$ cat src/rtl/dec_pkg.sv
// Shared mode encoding for the scan decoder slice.
package dec_pkg;
  typedef enum logic {MODE_DIRECT = 1'b0, MODE_SCAN = 1'b1} mode_e;
endpackage

$ cat src/rtl/onehot_dec.sv
// Combinational code -> one-hot decode with an out-of-range flag.
module onehot_dec #(
  parameter int SEL_W   = 3,
  parameter int NUM_OUT = 8
) (
  input  logic [SEL_W-1:0]   sel,
  output logic [NUM_OUT-1:0] oh,
  output logic               err
);
  for (genvar i = 0; i < NUM_OUT; i++) begin : g_line
    assign oh[i] = (sel == SEL_W'(i));
  end

  // Exactly one line matches for any in-range code, so no match means out of range.
  assign err = ~|oh;
endmodule

$ cat src/rtl/scan_decoder.sv
// Registered binary-to-one-hot decoder: handshaked DIRECT decode or a free-running
// SCAN walk across all lines with a programmable per-line dwell.
module scan_decoder
  import dec_pkg::*;
#(
  parameter int SEL_W   = 3,
  parameter int NUM_OUT = 8,
  parameter int DWELL_W = 8
) (
  input  logic               clk,
  input  logic               rst_n,
  input  logic               mode,
  input  logic [DWELL_W-1:0] dwell,
  input  logic               in_valid,
  output logic               in_ready,
  input  logic [SEL_W-1:0]   in_sel,
  output logic               out_valid,
  input  logic               out_ready,
  output logic [NUM_OUT-1:0] out,
  output logic               out_err,
  output logic               scan_wrap
);
  mode_e              mode_q;
  logic [SEL_W-1:0]   idx, idx_nxt, dec_sel;
  logic [DWELL_W-1:0] cnt;
  logic [NUM_OUT-1:0] dec_oh;
  logic               dec_err, scan, mode_chg, accept, last, adv;

  assign scan     = (mode == MODE_SCAN);
  assign mode_chg = (mode != mode_q);
  // On a SCAN->DIRECT switch the scan output is being discarded, so accept regardless.
  assign in_ready = !scan && (mode_chg || !out_valid || out_ready);
  assign accept   = in_valid && in_ready;
  assign last     = (idx == SEL_W'(NUM_OUT - 1));
  assign idx_nxt  = last ? '0 : idx + SEL_W'(1);
  // >= so a dwell lowered mid-line still advances instead of running to wraparound.
  assign adv      = out_ready && (cnt >= dwell);
  assign dec_sel  = scan ? (mode_chg ? '0 : idx_nxt) : in_sel;

  onehot_dec #(.SEL_W(SEL_W), .NUM_OUT(NUM_OUT)) u_dec (
    .sel (dec_sel),
    .oh  (dec_oh),
    .err (dec_err)
  );

  always_ff @(posedge clk) begin
    if (!rst_n) begin
      mode_q    <= MODE_DIRECT;
      idx       <= '0;
      cnt       <= '0;
      out       <= '0;
      out_valid <= 1'b0;
      out_err   <= 1'b0;
      scan_wrap <= 1'b0;
    end else begin
      mode_q    <= mode_e'(mode);
      scan_wrap <= 1'b0;
      if (scan) begin
        out_valid <= 1'b1;
        out_err   <= 1'b0;
        if (mode_chg) begin
          idx <= '0;
          cnt <= '0;
          out <= dec_oh;
        end else if (adv) begin
          idx       <= idx_nxt;
          cnt       <= '0;
          out       <= dec_oh;
          scan_wrap <= last;
        end else if (out_ready) begin
          cnt <= cnt + DWELL_W'(1);
        end
      end else begin
        idx <= '0;
        cnt <= '0;
        if (accept) begin
          out       <= dec_oh;
          out_err   <= dec_err;
          out_valid <= 1'b1;
        end else if (mode_chg) begin
          out       <= '0;
          out_err   <= 1'b0;
          out_valid <= 1'b0;
        end else if (out_ready) begin
          out_valid <= 1'b0;
        end
      end
    end
  end
endmodule

$ cat config.mk
export PLATFORM = sky130hd
export DESIGN_NAME = scan_decoder
export DESIGN_NICKNAME = d
export VERILOG_FILES = /design/src/rtl/dec_pkg.sv /design/src/rtl/onehot_dec.sv /design/src/rtl/scan_decoder.sv
export SDC_FILE = /design/constraint.sdc
export NUM_CORES = 1
export LEC_CHECK = 0
export ABC_AREA = 0
export ABC_CLOCK_PERIOD_IN_PS = 5100
export CELL_PAD_IN_SITES_DETAIL_PLACEMENT = 0
export CELL_PAD_IN_SITES_GLOBAL_PLACEMENT = 2
export CORE_UTILIZATION = 32
export CTS_BUF_LIST = sky130_fd_sc_hd__clkbuf_16
export DETAILED_ROUTE_END_ITERATION = 12
export HOLD_SLACK_MARGIN = 0.03
export PLACE_DENSITY_LB_ADDON = 0.1
export SLEW_MARGIN = 25
export SYNTH_ARGS = -nofsm -noshare
export SYNTH_HDL_FRONTEND = slang
export SYNTH_SLANG_ARGS = --single-unit
$ cat constraint.sdc
create_clock -name clk -period 5.1 [get_ports clk]
set_input_delay 1.275 -clock clk [delete_from_list [all_inputs] [get_ports clk]]
set_output_delay 1.275 -clock clk [all_outputs]
set_load 0.02 [all_outputs]
==> results.json <==
{
  "num-fill-cells": 383,
  "slew_of_the_pin_with_the_lowest_slew_margin_ns": 0.561,
  "mappedNetlistArea_sq_mm": 0.00131,
  "grt_antenna_before_repair": 0,
  "worst_r2r_start": "cnt[0]",
  "synth.distinct_cells": 35,
  "crit_top_cell": "clkdlybuf4s50_1",
  "setup.worst_path.end_class": "output port",
  "floorplan.core_area_sq_mm": 0.00380,
  "run_status": "complete, no violations",
  "rsz0062_at_grt": "no",
  "clkSinkCount": 23,
  "finish.net_count": 212,
  "wl_per_cell_microns": 12.0,
  "h-tree-depth": 1,
  "clk_root_buffer_cell": "clkbuf_16",
  "number_of_inserted_diodes": 0,
  "slew-limit-headroom": 0.624,
  "yosys_warnings": 0,
  "synth-edff-count": 0,
  "worst_setup_hold_path_clk_slew_ns": 0.06,
  "dpl.hpwl_microns": 2150,
  "final_common_cell": "clkdlybuf4s50_1",
  "via_per_inst": 4.78,
  "postPlaceCellArea_sq_mm": 0.00165,
  "maxCapViolations": 0,
  "crit_path_cell_trace": "clkdlybuf4s50_1 > buf_4 > inv_1 > ha_1 > nor3b_1 > nor2_1 > clkdlybuf4s50_1",
  "drt_iter0_drc": 43,
  "syn-instance-count": 152,
  "grt_start_max_net_pins": 14,
  "fin_crit_sh": 0.874,
  "crit_fanout": 11,
  "timing.critical_path.from": "mode",
  "p_per_area_mw_per_mm2": 238,
  "cts_hold_repair.buffers": 0,
  "globalRouteTotalUtil": 0.137,
  "syn_area_per_cell_sq_um": 8.63,
  "route.vias.total": 1100,
  "cpPeakStageDelay_ns": 0.54,
  "grt_pass1_wl_microns": 4600,
  "fmax_mhz": 224,
  "syn_nets": 181,
  "report.final.hold_viol_count": 0,
  "cts_resized": 0,
  "post_synthesis_async_set_or_reset_flop_share": 0,
  "cts_tree": "done",
  "yosysSeqAreaShare": 0.351,
  "cp_data_arrival_time_ns": 3.18,
  "setup.worst_path.start_class": "primary input",
  "cp_data_required_time_ns": 3.83,
  "worstSkewPairLatency_ns": 0.25,
  "io_buffers": 27,
  "layout.area.seq_sq_um": 460,
  "multi_input_area_sq_um": 792,
  "die_area_sq_mm": 0.00436,
  "drt_pass1_iterations": 6,
  "worst_path_max_delay_cell": "clkdlybuf4s50_1",
  "dominantRegCellSynth": "dfxtp_1",
  "synth_top_area_cell": "dfxtp_1",
  "final_area_sq_mm": 0.00173,
  "die_width_microns": 66.0,
  "final.min_clock_period_ns": 4.46,
  "top_level_ports": 28,
  "register_bit_count_reported_by_yosys": 23,
  "gp_congestion": 0.811,
  "drcViolationCount": 0,
  "final_layout_size_suffix_gt1_frac": 0.0495,
  "layout_common_cells": "clkdlybuf4s50_1 (27), dfxtp_1 (23), nand2_1 (22), inv_1 (13), ha_1 (13)",
  "worst-path-buf-inv": 4,
  "worst_hold_startpoint": "out_err",
  "placementRows": 22,
  "total_leakage_power_nw": 0.690,
  "routed_wirelength_microns": 2760,
  "timing.setup.tns_ns": 0,
  "ir_worst_vdd_uv": 178,
  "cts_post_setup_buffers_inserted": 0,
  "timing_worst_setup_path_type": "primary input to output port",
  "cts_buffers": 3,
  "post_synth_main_area_contributors": "dfxtp_1 (35%), ha_1 (12%), mux2i_1 (6.9%), nand2_1 (6.3%), nand3_1 (3.8%)",
  "grt_pass1_vias": 1025,
  "route.antenna.remaining_nets": 0,
  "critical_path.top_delay_family": "buffers and inverters",
  "min-delay-path-class": "flop to flop",
  "syn_to_final_growth_pct": 31.6,
  "report.final.slew_viol_count": 0,
  "netlist.area_leader.share": 0.351,
  "grt_overflow": 0,
  "number_of_setup_violations_in_the_final_report": 0,
  "finClkSkew_ns": 0.00392,
  "die_height_microns": 66.0,
  "start_util": 0.346,
  "cts_buffer_depth": 2
}
## routing by layer
metal  wire (microns)  part of all wire  vias up  global-route usage
li1                 -                 -      591                   -
met1             1470              0.53      493               0.191
met2             1180              0.43       14               0.214
met3              100             0.036        2              0.0397
met4                8            0.0029        0              0.0160
met5                0                 0        -                   0
## worst register-to-register path: stages, from the launching register on
cell	delay, ns
dfxtp_1	0.40
inv_1	0.08
ha_1	0.27
nand2b_4	0.14
a2111o_1	0.47
a31oi_4	0.37
or4b_1	0.47
a31oi_1	0.16
## through the flow
step	util	hold slack [ns]	setup slack, ns	std cells	total power [mW]
floorplan	-	0.457	1.33	152	0.225
CTS	0.455	0.459	0.627	230	0.421
finish	0.455	0.454	0.641	230	0.412
global route	0.455	0.478	0.540	230	0.433
detailed placement	0.433	0.445	0.634	226	0.251
global placement	0.433	0.447	0.659	226	0.251
## Yosys cell counts (2+ instances only)
cell type,n
xnor2_1,2
nand4_1,2
nand4b_1,2
mux2i_1,9
nand3_1,10
and2_1,3
inv_1,13
ha_1,13
clkbuf_1,3
dfxtp_1,23
o21ai_0,6
nor2b_1,4
a21oi_1,6
nor2_1,11
xor2_1,2
o21bai_1,2
a31oi_1,2
nand2_1,22
## area by class of cell
cell class	instances	share of cell area
Clock inverter	1	0.00290
Inverter	13	0.0283
Timing Repair Buffer	29	0.165
Tap cell	48	0.0348
Multi-Input combinational cell	113	0.459
Clock buffer	3	0.0435
Sequential cell	23	0.267
## where the power goes
group	switching [mW]	total (mW)	internal (mW)
clock network	0.0596	0.165	0.105
logic	0.0309	0.0617	0.0308
registers	0.00202	0.185	0.183
total	0.0925	0.412	0.319
## state kept, by name (all words and copies together), names as in the netlist
register	count
cnt	8
out	8
idx	3
mode_q	1
out_err	1
out_valid	1
scan_wrap	1
## logic make-up (layout without fill, tap and decap cells)
logic type               count (synthesis)  in the layout  share of synthesized area
buffers and inverters                   16             46                     0.0458
flip-flops                              23             23                      0.351
multiplexers                             9              9                     0.0686
XOR/XNOR                                 4              4                     0.0267
adder cells (fa/ha/maj)                 13             13                      0.124
AND/OR/NAND/NOR                         62             62                      0.241
AO/OA/AOI/OAI                           25             25                      0.143
## worst paths after layout
| check | endpoint | slack (ns) | cells past startpoint |
|---|---|---|---|
| worst max-delay path | in_ready | 0.64 | 7 |
| worst min-delay path | out_err | 0.45 | 2 |
| worst max register to register | cnt[3] | 2.67 | 7 |
| worst min register to register | out_err | 0.45 | 2 |
(Power assumes the default switching activity.)
